===== config.mk =====
export PLATFORM = sky130hd
export DESIGN_NAME = pwm_demodulador
export DESIGN_NICKNAME = d
export VERILOG_FILES = /design/src/rtl/pwm_pkg.sv /design/src/rtl/pwm_demodulador_sincronizador.sv /design/src/rtl/pwm_demodulador.sv
export SDC_FILE = /design/constraint.sdc
export NUM_CORES = 1
export LEC_CHECK = 0
export ABC_AREA = 0
export CORE_UTILIZATION = 51
export CTS_CLUSTER_SIZE = 24
export DETAILED_ROUTE_END_ITERATION = 8
export GPL_TIMING_DRIVEN = 0
export MAX_ROUTING_LAYER = met4
export PLACE_DENSITY = 0.77
export SYNTH_ARGS = -nofsm -noshare
export SYNTH_HDL_FRONTEND = slang
export SYNTH_SLANG_ARGS = --single-unit

===== constraint.sdc =====
create_clock -name clk_in -period 1.2 [get_ports clk_in]
set_clock_uncertainty 0.2 [all_clocks]
set_input_delay 0.36 -clock clk_in [delete_from_list [all_inputs] [get_ports clk_in]]
set_output_delay 0.36 -clock clk_in [all_outputs]
set_load 0.03 [all_outputs]

===== src/rtl/pwm_pkg.sv =====
//==============================================================================
// Module  : pwm_pkg
// Brief   : Shared PWM definitions: default period width, duty word, FSM states.
// Revision: 1.0
//==============================================================================
`timescale 1ns/1ps
`default_nettype none

package pwm_pkg;

  localparam int c_periodo_bits = 8;

  typedef logic [c_periodo_bits-1:0] dato_t;

  typedef enum logic [0:0] {
    BUSCAR = 1'b0,
    MEDIR  = 1'b1
  } estado_t;

endpackage

`default_nettype wire


===== src/rtl/pwm_demodulador_sincronizador.sv =====
//==============================================================================
// Module  : sincronizador
// Brief   : SYNC_STAGES-deep metastability chain for PWM_in plus rising-edge detect.
// Revision: 1.0
//==============================================================================
`timescale 1ns/1ps
`default_nettype none

module sincronizador #(
  parameter int SYNC_STAGES = 2
) (
  input  logic clk_in,
  input  logic rst_n,
  input  logic pwm_in,
  output logic sincronizada,
  output logic flanco
);

  logic [SYNC_STAGES-1:0] r_cadena;
  logic                   r_previa;

  always_ff @(posedge clk_in or negedge rst_n) begin
    if (!rst_n) begin
      r_cadena <= '0;
      r_previa <= 1'b0;
    end else begin
      r_cadena <= {r_cadena[SYNC_STAGES-2:0], pwm_in};
      r_previa <= r_cadena[SYNC_STAGES-1];
    end
  end

  assign sincronizada = r_cadena[SYNC_STAGES-1];
  assign flanco       = sincronizada & ~r_previa;

endmodule

`default_nettype wire


===== src/rtl/pwm_demodulador.sv =====
//==============================================================================
// Module  : pwm_demodulador
// Brief   : Aligns to the PWM period boundary, counts high samples per period and
//           strobes the recovered duty word; flags misaligned edges / stuck-high.
// Revision: 1.0
//==============================================================================
`timescale 1ns/1ps
`default_nettype none

module pwm_demodulador
  import pwm_pkg::*;
#(
  parameter int PERIODO_BITS = c_periodo_bits,
  parameter int SYNC_STAGES  = 2
) (
  input  logic                    clk_in,
  input  logic                    rst_n,
  input  logic                    PWM_in,
  output logic [PERIODO_BITS-1:0] Dato_out,
  output logic                    dato_valido,
  output logic                    bloqueado,
  output logic                    error_sinc
);

  localparam logic [PERIODO_BITS-1:0] c_max = '1;

  logic [1:0]              r_rst_sync;
  logic                    w_rst_n;
  logic                    w_s;
  logic                    w_flanco;

  estado_t                 r_estado, w_estado_sig;
  logic [PERIODO_BITS-1:0] r_cnt, w_cnt_sig;
  logic [PERIODO_BITS:0]   r_acum, w_acum_sig, w_suma;
  logic [PERIODO_BITS-1:0] r_dato, w_dato_sig;
  logic                    r_valido, w_valido_sig;
  logic                    r_bloq, w_bloq_sig;
  logic                    r_error, w_error_sig;

  // Reset asserts asynchronously but releases on a clock edge.
  always_ff @(posedge clk_in or negedge rst_n) begin
    if (!rst_n) r_rst_sync <= 2'b00;
    else        r_rst_sync <= {r_rst_sync[0], 1'b1};
  end
  assign w_rst_n = r_rst_sync[1];

  sincronizador #(
    .SYNC_STAGES (SYNC_STAGES)
  ) u_sincronizador (
    .clk_in       (clk_in),
    .rst_n        (w_rst_n),
    .pwm_in       (PWM_in),
    .sincronizada (w_s),
    .flanco       (w_flanco)
  );

  assign w_suma = r_acum + (PERIODO_BITS+1)'(w_s);

  always_comb begin
    w_estado_sig = r_estado;
    w_cnt_sig    = r_cnt + 1'b1;
    w_acum_sig   = r_acum;
    w_dato_sig   = r_dato;
    w_valido_sig = 1'b0;
    w_error_sig  = 1'b0;
    w_bloq_sig   = r_bloq;
    case (r_estado)
      BUSCAR: begin
        if (w_flanco) begin
          w_cnt_sig    = PERIODO_BITS'(1);
          w_acum_sig   = (PERIODO_BITS+1)'(1);
          w_bloq_sig   = 1'b1;
          w_estado_sig = MEDIR;
        end else if (r_cnt == c_max) begin
          // Unlocked: a flat line is either Dato=0 or stuck high.
          w_dato_sig   = w_s ? c_max : '0;
          w_valido_sig = 1'b1;
          w_error_sig  = w_s;
        end
      end
      MEDIR: begin
        if (w_flanco && (r_cnt != '0)) begin
          w_cnt_sig   = PERIODO_BITS'(1);
          w_acum_sig  = (PERIODO_BITS+1)'(1);
          w_error_sig = 1'b1;
        end else if (r_cnt == c_max) begin
          w_valido_sig = 1'b1;
          w_acum_sig   = '0;
          if (w_suma[PERIODO_BITS]) begin
            w_dato_sig  = c_max;
            w_error_sig = 1'b1;
          end else begin
            w_dato_sig = w_suma[PERIODO_BITS-1:0];
          end
        end else begin
          w_acum_sig = w_suma;
        end
      end
      default: w_estado_sig = BUSCAR;
    endcase
  end

  always_ff @(posedge clk_in or negedge w_rst_n) begin
    if (!w_rst_n) begin
      r_estado <= BUSCAR;
      r_cnt    <= '0;
      r_acum   <= '0;
      r_dato   <= '0;
      r_valido <= 1'b0;
      r_bloq   <= 1'b0;
      r_error  <= 1'b0;
    end else begin
      r_estado <= w_estado_sig;
      r_cnt    <= w_cnt_sig;
      r_acum   <= w_acum_sig;
      r_dato   <= w_dato_sig;
      r_valido <= w_valido_sig;
      r_bloq   <= w_bloq_sig;
      r_error  <= w_error_sig;
    end
  end

  assign Dato_out    = r_dato;
  assign dato_valido = r_valido;
  assign bloqueado   = r_bloq;
  assign error_sinc  = r_error;

endmodule

`default_nettype wire


Word level (Yosys, flattened, before mapping)
Index checks and enable logic that the tools add are counted.
Word-level totals
  register bits after elaboration: 34
  word-level logic and storage cells: 51
  input bits: 3
  output and inout port bits: 11
Cells by class
  $add $sub $neg: 2
  mux-type cells: 26
  reductions and logical operators: 4
  bitwise operators: 3
  equal/unequal tests: 6
Operators by type and width (count)
  two-way mux 8 bit: 8
  one-hot mux 8 bit (2 select lines): 2
  two-way mux 9 bit: 3
  one-hot mux 9 bit (2 select lines): 1
  two-way mux 1 bit: 10
  adder 9 x 1 -> 9 bit: 1
  adder 8 x 1 -> 8 bit (second input constant): 1
  == test 8 bit (second input constant): 1
  inequality test 2 bit (second input constant): 4
  nonzero test 8 bit: 1
  one-hot mux 1 bit (2 select lines): 2
  AND reduction 4 bit: 1
  inequality test 2 x 1 -> 1 bit (second input constant): 1
  inverter 1 bit: 2
  AND reduction 2 bit: 1
  bitwise AND 1 bit: 1
  logical AND 1 bit: 1

Longest topological paths before layout
Gate-level depths: netlist (run 1).
  word-level depth: 5
  depth in mapped cells: 7
  gate-level depth less buffers: 6

Modules after synthesis
Synthesis (run 1) repeated with hierarchy kept, for this count alone.
Second synthesis, totals
  cells, all modules: 161
  area, all modules: 1692.9 um2
Modules (own cells, without submodules)
  pwm_demodulador: area an instance 1604.0 um2, instances 1, cells an instance 157
  sincronizador: area an instance 88.8 um2, instances 1, cells an instance 4

Worst setup path before layout (run 1)
Ideal clock, no wire load.
  path type: register to register
  start: reg u_sincronizador.r_cadena[1]
  end: reg r_dato[7] (netlist: Dato_out[7])
  required time: 858 ps
  arrival time: 1770 ps
  stages on the path, launching flop included: 7
  path slack: -912 ps
  library setup time: 142 ps
  period minus slack after synthesis: 2112 ps
  buffers on the path: 0
  cell sequence: dfrtp_1 -> ha_1 -> ha_1 -> nand3_4 -> or4_4 -> a211oi_2 -> o41ai_2
On the way
  longest elaborated chain between the ends: 5
  elaborated cells between the ends (all ways): 13
  classes of those cells: add/sub: 1; eq/ne: 2; mux: 7; bitwise: 1; reduce/logical: 2
Ends and longest elaborated chain
  start, declared: RTL line pwm_demodulador_sincronizador.sv:19  | logic [SYNC_STAGES-1:0] r_cadena;
  start signal, assigned: RTL line pwm_demodulador_sincronizador.sv:27  | r_cadena <= {r_cadena[SYNC_STAGES-2:0], pwm_in};
  adder 9 x 1 -> 9 bit: RTL line pwm_demodulador.sv:57  | assign w_suma = r_acum + (PERIODO_BITS+1)'(w_s);
  two-way mux 8 bit: RTL line pwm_demodulador.sv:89  | if (w_suma[PERIODO_BITS]) begin
  two-way mux 8 bit: RTL line pwm_demodulador.sv:86  | end else if (r_cnt == c_max) begin
  two-way mux 8 bit: RTL line pwm_demodulador.sv:82  | if (w_flanco && (r_cnt != '0)) begin
  one-hot mux 8 bit (2 select lines): RTL line pwm_demodulador.sv:67  | case (r_estado)
  end signal, assigned: RTL line pwm_demodulador.sv:116  | r_dato <= w_dato_sig;
  end, declared: RTL line pwm_demodulador.sv:35  | logic [PERIODO_BITS-1:0] r_dato, w_dato_sig;
Parallel ways exist; a longest one is shown, timed or not. The select of a mux whose other input is x is not followed.
A chain may end at the register's enable or synchronous reset.

Worst setup path in the final report (run 1)
  start: reg u_sincronizador.r_cadena[1]
  end: reg r_dato[6] (netlist: Dato_out[6])
The elaborated chain is that of the path after synthesis.

==> flow_metrics.env, run 1 <==
export IMPL_status="finished, violations left"
export IMPL_failed_checks="negative setup slack"
export IMPL_crit_arrival_ps=1970
export IMPL_dieArea_um2=3526
export IMPL_fin_nets=225
export IMPL_die_h_um=59.38
export IMPL_num_rows=20
export IMPL_synth_edf_count=0
export IMPL_drtIter0Drc=112
export IMPL_post_synth_most_frequent_cells="dfrtp_1, nor2_1, a21oi_1"
export IMPL_max_freq_ghz=0.5081
export IMPL_place_ws_ps=-876.6
export IMPL_critical_path_max_fanout=7
export IMPL_worstMarginPinSlew_ps=682.9
export IMPL_async_flop_share=1.000
export IMPL_p_int_mw=2.306
export IMPL_syn_nets=164
export IMPL_num_vias=1508
export IMPL_cts_buffer_depth=2
export IMPL_synth_area_top_cells="dfrtp_1, a22o_1, a31oi_1"
export IMPL_syn_inst=157
export IMPL_ant_nets=0
export IMPL_synthesis_area_um2=1679
export IMPL_endpoint_kind="register"
export IMPL_setup_tns_ps=-19110
export IMPL_area_growth_pct=49.11
export IMPL_startpoint="u_sincronizador.r_cadena[1]"
export IMPL_p_comb_frac=0.375
export IMPL_setup_ws_ps=-768.2
export IMPL_switching_share=0.3398
export IMPL_ir_worst_vdd_mv=0.6852
export IMPL_clock_sinks=34
export IMPL_maxSlewHeadroom=0.5447
export IMPL_drc=0
export IMPL_yosysMostFrequentCell="dfrtp_1"
export IMPL_grt_max_degree=33
export IMPL_grt_pass1_vias=1340
export IMPL_yosysTopAreaCell="dfrtp_1"
export IMPL_regArea_um2=860.8
export IMPL_synth_warnings=0
export IMPL_wirelength_um=4464
export IMPL_rsz0062_at_grt="yes"
export IMPL_io_buffers=13
export IMPL_ys_seq_elements=34
export IMPL_synth_top_area_share=0.5067
export IMPL_power_density_nw_per_um2=1395
export IMPL_synth_seq_area_share=0.5067
export IMPL_firstDrtPassIters=5
export IMPL_p_leak_nw=1.104
export IMPL_path_class="reg -> reg"
export IMPL_h_tree_depth=2
export IMPL_cts_buffers_inserted=5
export IMPL_multiInputGateArea_um2=984.7
export IMPL_post_dp_hpwl_um=2435
export IMPL_layout_min_cycle_time_ps=1968
export IMPL_antenna_found_initial=0
export IMPL_ctsRootBufferMaster="clkbuf_4"
export IMPL_clkTransAtPathRegs_ps=110
export IMPL_cp_required_ps=1210
export IMPL_p_seq_frac=0.433
export IMPL_viasPerCell=5.734
export IMPL_grt_pass1_wl_um=6120
export IMPL_initial_core_util=0.5455
export IMPL_pwr_share_clk=0.192
export IMPL_ios=14
export IMPL_dieWidth_um=59.38
export IMPL_max_cap_viol_count=0
export IMPL_coreArea_um2=3078
export IMPL_r2r_start="u_sincronizador.r_cadena[1]"
export IMPL_p_sw_mw=1.187
export IMPL_finish_utilization=0.8134
export IMPL_fillers=189
export IMPL_track_usage=0.2482
export IMPL_globalplace_congestion=0.8185
export IMPL_cts_tree="yes"
export IMPL_whs_ps=106.0
export IMPL_hold_viol_final=0
export IMPL_wl_per_cell_um=16.97
export IMPL_num_antenna_cells=0
export IMPL_worst_setup_path_start_kind="register"
export IMPL_clk_latency_ps=340
export IMPL_synthFlopType="dfrtp_1"
export IMPL_grt_overflow_total=0
export IMPL_ys_types=48
export IMPL_min_path_type="reg -> async"
export IMPL_report_final_slew_viol_count=0
export IMPL_drive_gt1_frac=0.4977
export IMPL_setup_viol=40
export IMPL_synth_area_per_cell_um2=10.69
export IMPL_fin_crit_sh=1.640
-- worst max-delay path, cell delays in order (launching register included) --
cell and delay (ps):
dfrtp_2 410, ha_4 160, ha_4 140, nand3_4 80
buf_6 150, buf_4 130, o21a_1 180, o21ai_0 250
a31oi_1 150
-- worst paths after layout --
kind | end | slack, ps | cells past startpoint
max | Dato_out[6] | -770 | 8
min | r_acum[6] | 110 | 0
max reg2reg | Dato_out[6] | -770 | 8
min reg2reg | r_acum[6] | 110 | 0
max in group asynchronous | r_rst_sync[1] | 150 | 2
min in group clk_in | r_rst_sync[1] | 170 | 0
-- state kept, by name, indices dropped and copies added, names as in the netlist --
register,flops
r_acum,9
Dato_out,8
r_cnt,8
r_rst_sync,2
u_sincronizador.r_cadena,2
bloqueado,1
dato_valido,1
error_sinc,1
r_estado,1
u_sincronizador.r_previa,1
-- cells by family after synthesis --
family	Yosys count	synth area share
other cells	1	0.002233
fa+ha+maj	4	0.02981
flops	34	0.5067
simple gates	50	0.1781
compound gates	48	0.2109
xor+xnor	8	0.04173
buf+inv	12	0.03055
-- layout by cell type, fill, tap and decap left out, types with 6 or more instances in the layout --
master / synthesis / final
buf_6: 0 / 19
a22o_1: 6 / 6
dfrtp_1: 34 / 26
a31oi_1: 8 / 7
buf_4: 1 / 35
dfrtp_2: 0 / 8
nor2_1: 13 / 6
nand2_1: 6 / 6
a21oi_1: 9 / 8
-- layout make-up --
cell class	instances	share of cell area
plain buffers	3	0.008996
clock buffers	7	0.02199
clock inverters	1	0.001999
inverters	8	0.01299
multi-input cells	111	0.3933
flip-flops and latches	34	0.3438
well taps	44	0.02199
repair buffers	55	0.1949
-- routing by layer --
layer,up-vias,part of all wire,GRT usage
li1,703,-,-
met1,738,0.40,0.2997
met2,53,0.52,0.3981
met3,14,0.048,0.06332
met4,0,0.029,0.09524
met5,-,0,-
-- metrics by stage --
step	power (mW)	instance area, um2	instances
after floorplan	2.131	1794	157
after global placement	2.286	1979	214
after detailed placement	2.314	1979	214
after CTS	3.190	2232	240
after global routing	3.676	2504	263
final	3.493	2504	263
-- power groups by stage --
stage	Sequential (mW)	Combinational, mW	Clock [mW]
2_1_floorplan	1.53	0.599	0
3_3_place_gp	1.56	0.730	0
3_5_place_dp	1.56	0.750	0
4_1_cts	1.51	1.01	0.673
5_1_grt	1.53	1.41	0.736
6_report	1.51	1.31	0.671
-- timing repair --
action,4_1_cts,5_1_grt
endpoints found under the setup margin,39,39
endpoints found under the hold margin,2,0
buffers inserted,20,25
pin swaps,14,23
hold buffers,1,0
resized for setup,91,26
Note: power is estimated with default switching activity, not from simulation.
==> run 2: changes to the inputs <==
--- a/config.mk
+++ b/config.mk
@@ -14,4 +14,5 @@
 export PLACE_DENSITY = 0.77
 export SYNTH_ARGS = -nofsm -noshare
 export SYNTH_HDL_FRONTEND = slang
+export SYNTH_HIERARCHICAL = 1
 export SYNTH_SLANG_ARGS = --single-unit
==> run 2 against run 1 <==
The flow still finishes with violations (negative setup slack). Combinational power barely moved. Fmax fell by 9.7%. Register-to-register slack got worse by 210 ps. Synthesized cell count rose by 2.5%. Largest cell class unchanged.
==> flow_metrics.env, run 2 <==
export IMPL_track_usage=0.2975
export IMPL_critical_path_max_fanout=7
export IMPL_use_met1=0.3441
export IMPL_yosysMostFrequentCell="dfrtp_1"
export IMPL_largest_reg_flops=9
export IMPL_ant_nets=0
export IMPL_post_synth_most_frequent_cells="dfrtp_1, nand2_1, nand3_1"
export IMPL_grtUsageMet3=0.06550
export IMPL_switching_share=0.3378
export IMPL_fin_crit_sh=1.815
export IMPL_synth_area_top_cells="dfrtp_1, o2bb2ai_2, xor2_1"
export IMPL_layout_min_cycle_time_ps=2178
export IMPL_worstMarginPinSlew_ps=697.3
export IMPL_ys_seq_elements=34
export IMPL_cts_tree="yes"
export IMPL_ios=14
export IMPL_busiest_layer="met2"
export IMPL_synth_warnings=6
export IMPL_cts_buffers_inserted=5
export IMPL_dieArea_um2=3554
export IMPL_drc=0
export IMPL_setup_ws_ps=-978.5
export IMPL_worst_setup_path_start_kind="register"
export IMPL_async_flop_share=1.000
export IMPL_io_buffers=13
export IMPL_clk_latency_ps=360
export IMPL_antenna_found_initial=0
export IMPL_syn_nets=168
export IMPL_status="finished, violations left"
export IMPL_p_sw_mw=1.231
export IMPL_p_int_mw=2.413
export IMPL_grt_pass1_vias=1535
export IMPL_cpLargestDelayFamily="simple AND/OR/NAND/NOR gates"
export IMPL_clkTransAtPathRegs_ps=120
export IMPL_synth_top_area_share=0.5026
export IMPL_ys_types=39
export IMPL_grt_pass1_wl_um=7286
export IMPL_p_comb_frac=0.351
export IMPL_hold_viol_final=0
export IMPL_h_tree_depth=2
export IMPL_wl_per_cell_um=18.80
export IMPL_synthesis_area_um2=1693
export IMPL_max_cap_viol_count=0
export IMPL_grt_overflow_total=0
export IMPL_synthFlopType="dfrtp_1"
export IMPL_dieWidth_um=59.62
export IMPL_yosysTopAreaCell="dfrtp_1"
export IMPL_ctsRootBufferMaster="clkbuf_4"
export IMPL_met2_usage=0.4848
export IMPL_power_mw=3.644
export IMPL_maxSlewHeadroom=0.5351
export IMPL_synth_area_per_cell_um2=10.51
export IMPL_p_seq_frac=0.407
export IMPL_path_class="reg -> reg"
export IMPL_ir_worst_vdd_mv=1.106
export IMPL_layout_commonest_cell="dfrtp_1"
export IMPL_max_freq_ghz=0.4590
export IMPL_post_dp_hpwl_um=2406
export IMPL_cp_slowest_cell="dfrtp_1"
export IMPL_firstDrtPassIters=4
export IMPL_globalplace_congestion=0.8790
export IMPL_synth_edf_count=0
export IMPL_clock_sinks=34
export IMPL_num_vias=1525
export IMPL_pwr_share_clk=0.241
export IMPL_regMostFlops="r_acum"
export IMPL_drive_gt1_frac=0.4654
export IMPL_min_path_type="reg -> async"
export IMPL_p_leak_nw=1.063
export IMPL_endpoint_kind="register"
export IMPL_report_final_slew_viol_count=0
export IMPL_timing_critical_path_buf_inv=1
export IMPL_num_rows=20
export IMPL_power_density_nw_per_um2=1458
export IMPL_grt_max_degree=33
export IMPL_area_growth_pct=47.67
export IMPL_coreArea_um2=3103
export IMPL_cp_slowest_stage_delay_ps=430
export IMPL_mostFrequentLayoutCells="dfrtp_1, buf_4, buf_6, nand2_1, nand3_1"
export IMPL_syn_inst=161
export IMPL_drtIter0Drc=136
export IMPL_fin_nets=223
export IMPL_rsz0062_at_grt="yes"
export IMPL_cts_buffer_depth=2
export IMPL_setup_viol=40
export IMPL_viasPerCell=5.843
export IMPL_path_cells="inv_2, ha_4, or3b_4, o31a_1, or3_4, o2bb2ai_2"
export IMPL_failed_checks="negative setup slack"
export IMPL_cp_required_ps=1290
export IMPL_wirelength_um=4908
export IMPL_num_antenna_cells=0
export IMPL_synth_seq_area_share=0.5026
export IMPL_initial_core_util=0.5456
export IMPL_crit_arrival_ps=2270
export IMPL_die_h_um=59.62
export IMPL_whs_ps=126.0
==> run 2: power by group through the flow <==
stage | registers, mW | clock network, mW | logic (mW)
floorplan | 1.47 | 0 | 0.473
global placement | 1.48 | 0 | 0.592
detailed placement | 1.49 | 0 | 0.617
CTS | 1.46 | 0.875 | 1.12
global route | 1.50 | 0.936 | 1.35
finish | 1.48 | 0.880 | 1.28
==> run 2: kinds of logic after synthesis <==
family / count (synthesis) / share of synthesized area
xor gates and xnor gates: 9 / 0.04657
buffers and inverters: 14 / 0.04065
and+or+nand+nor: 62 / 0.1959
AOI/OAI and AO/OA: 36 / 0.1766
other: 1 / 0.002215
DFF: 34 / 0.5026
muxes: 1 / 0.005913
adders and majority gates: 4 / 0.02957
==> run 2: timing repair <==
action                                  in CTS  in global routing
hold buffers                                 1                  0
setup buffers                               28                 10
cloned                                       0                  0
gates resized for setup                    116                 17
endpoints found under the hold margin        2                  0
pin swaps                                   16                 10
endpoints found under the setup margin      39                 40
==> run 2: final cells by class <==
| cell class | instances | area [um2] |
|---|---|---|
| Clock inverter | 3 | 45.04 |
| Multi-Input combinational cell | 113 | 988.4 |
| Tap cell | 44 | 55.05 |
| Fill cell | 168 | 603.1 |
| Timing Repair Buffer | 50 | 462.9 |
| Sequential cell | 34 | 854.6 |
| Buffer | 4 | 26.28 |
| Clock buffer | 5 | 37.54 |
| Inverter | 8 | 30.03 |
==> run 2: worst reg2reg max path: cells and delay by family, from the launching register on <==
family / cells / cell delay, ps
simple gates: 2 / 780
buf+inv: 1 / 100
compound gates: 2 / 480
fa+ha+maj: 1 / 130
flops: 1 / 430
==> run 2: final timing paths <==
check | start | endpoint | slack, ps | cells past startpoint
setup / recovery | r_cnt[1] | Dato_out[2] | -980 | 6
setup reg to reg | r_cnt[1] | Dato_out[2] | -980 | 6
hold / removal | r_rst_sync[1] | Dato_out[3] | 130 | 0
hold reg to reg | r_rst_sync[1] | Dato_out[3] | 130 | 0
max in group asynchronous | r_rst_sync[1] | r_cnt[2] | 180 | 0
min in group clk_in | r_rst_sync[0] | r_rst_sync[1] | 180 | 0
==> run 2: per-stage QoR <==
stage                     setup WS (ps)  instances    util  area, um2  TNS (ps)
after CTS                        -933.5        254  0.7681       2384    -24540
after detailed placement          -1258        218  0.6202       1924    -29020
after global routing              -1088        261  0.8056       2500    -27460
final                            -978.5        261  0.8056       2500    -25900
after floorplan                  -901.6        161       -       1739    -19040
after global placement            -1191        218  0.6202       1924    -27960
==> run 2: routing by layer <==
metal / share of wire / vias to the layer above
li1: - / 692
met1: 0.41 / 763
met2: 0.51 / 48
met3: 0.046 / 22
met4: 0.035 / 0
met5: 0 / -
==> run 3: changes to the inputs <==
--- a/config.mk
+++ b/config.mk
@@ -11,7 +11,8 @@
 export DETAILED_ROUTE_END_ITERATION = 8
 export GPL_TIMING_DRIVEN = 0
 export MAX_ROUTING_LAYER = met4
-export PLACE_DENSITY = 0.77
+export PLACE_DENSITY = 0.74
+export SETUP_SLACK_MARGIN = 0.5
 export SYNTH_ARGS = -nofsm -noshare
 export SYNTH_HDL_FRONTEND = slang
 export SYNTH_HIERARCHICAL = 1
==> run 3 against run 2 <==
The run ends with negative hold slack, negative setup slack left. Highest routed layer unchanged. Critical path type unchanged. Power fell by 6.8%. Largest power group unchanged. Register-to-register slack about the same. Setup slack got worse by 15 ps. Clock power shrank 23%. Count of clock-buffer cells in the layout is 2 higher. Sequential cell count unchanged. Combinational power is essentially flat. Wire length decreased by 12%.
==> flow_metrics.env, run 3 (synthesized netlist as in run 2, its figures left out) <==
export IMPL_power_mw=3.396
export IMPL_grt_pass1_vias=1412
export IMPL_worstMarginPinSlew_ps=591.5
export IMPL_regMostFlops="r_acum"
export IMPL_crit_arrival_ps=2260
export IMPL_final_area_um2=2472
export IMPL_grt_overflow_total=0
export IMPL_layout_commonest_cell="dfrtp_1"
export IMPL_place_ws_ps=-1212
export IMPL_ios=14
export IMPL_cts_buffers_inserted=5
export IMPL_rsz0062_at_grt="yes"
export IMPL_path_class="reg -> reg"
export IMPL_report_final_slew_viol_count=0
export IMPL_num_rows=20
export IMPL_initial_core_util=0.5456
export IMPL_firstDrtPassIters=4
export IMPL_failed_checks="negative hold slack, negative setup slack"
export IMPL_mostFrequentLayoutCells="dfrtp_1, buf_4, buf_6, nand2_1, nand3_1"
export IMPL_layout_min_cycle_time_ps=2193
export IMPL_track_usage=0.2687
export IMPL_grt_pass1_wl_um=6561
export IMPL_dieWidth_um=59.62
export IMPL_worst_setup_path_start_kind="register"
export IMPL_num_antenna_cells=0
export IMPL_h_tree_depth=2
export IMPL_setup_ws_ps=-993.4
export IMPL_ir_worst_vdd_mv=0.9687
export IMPL_die_h_um=59.62
export IMPL_globalplace_congestion=0.8916
export IMPL_setup_viol=39
export IMPL_cts_tree="yes"
export IMPL_finish_utilization=0.7968
export IMPL_fin_cells=259
export IMPL_num_vias=1473
export IMPL_grt_max_degree=17
export IMPL_antenna_found_initial=0
export IMPL_maxSlewHeadroom=0.6030
export IMPL_placed_area_um2=1937
export IMPL_hold_viol_final=2
export IMPL_ctsRootBufferMaster="clkbuf_4"
export IMPL_status="finished, violations left"
export IMPL_dieArea_um2=3554
export IMPL_clk_latency_ps=350
export IMPL_whs_ps=-39.63
export IMPL_power_density_nw_per_um2=1374
export IMPL_area_growth_pct=46.05
export IMPL_post_place_cells=218
export IMPL_clkTransAtPathRegs_ps=100
export IMPL_post_dp_hpwl_um=2341
export IMPL_viasPerCell=5.687
export IMPL_wl_per_cell_um=16.75
export IMPL_cp_required_ps=1270
export IMPL_largest_reg_flops=9
export IMPL_fin_crit_sh=1.828
export IMPL_setup_tns_ps=-26770
export IMPL_min_path_type="in -> async"
export IMPL_max_cap_viol_count=0
export IMPL_clock_sinks=34
export IMPL_drtIter0Drc=81
export IMPL_drive_gt1_frac=0.4558
export IMPL_endpoint_kind="register"
export IMPL_fin_nets=221
export IMPL_drc=0
export IMPL_ant_nets=0
export IMPL_coreArea_um2=3103
export IMPL_p_leak_nw=1.062
export IMPL_io_buffers=13
export IMPL_max_freq_ghz=0.4559
export IMPL_wirelength_um=4338
export IMPL_cts_buffer_depth=2
export IMPL_critical_path_max_fanout=7
==> run 3: metal layers <==
| layer | vias up | part of all wire | global-route usage |
|---|---|---|---|
| met3 | 12 | 0.050 | 0.08952 |
| met2 | 45 | 0.49 | 0.3981 |
| met5 | - | 0 | - |
| li1 | 683 | - | - |
| met1 | 733 | 0.44 | 0.3229 |
| met4 | 0 | 0.024 | 0.1462 |
==> run 3: what timing repair did <==
action / CTS / global route
pin swaps: 5 / 11
gates resized for setup: 100 / 24
buffers inserted: 26 / 7
endpoints found under the hold margin: 2 / 2
setup endpoints to repair: 74 / 41
==> run 3: final cells by class <==
class                      count  area (um2)
sequential                    34       860.8
tap                           44       55.05
inverter                       8       30.03
buffer                         6       57.56
clock buffer                   7       55.05
fill                         176       630.6
multi-input combinational    113       955.9
timing repair buffer          46       452.9
clock inverter                 1       5.005
==> run 3: report_power, final <==
group          switching, mW  internal (mW)
clock network          0.392          0.284
logic                  0.580          0.688
registers              0.163           1.29
==> run 3: path summary, 6_finish.rpt <==
check / start / cells past startpoint / slack (ps) / to
worst max-delay path: r_cnt[4] / 5 / -990 / Dato_out[5]
min in group clk_in: PWM_in / 1 / 50 / u_sincronizador/r_cadena[0]
worst max register to register: r_cnt[4] / 5 / -990 / Dato_out[5]
worst min register to register: r_rst_sync[1] / 1 / 60 / Dato_out[3]
max in group asynchronous: r_rst_sync[1] / 1 / 570 / r_cnt[1]
worst min-delay path: rst_n / 1 / -40 / r_rst_sync[0]
==> run 3: critical path, stage by stage, from the launching register on <==
cell and delay (ps):
dfrtp_1 440, or4_4 530, o31a_1 330, or3_1 340
buf_6 160, o2bb2ai_2 120
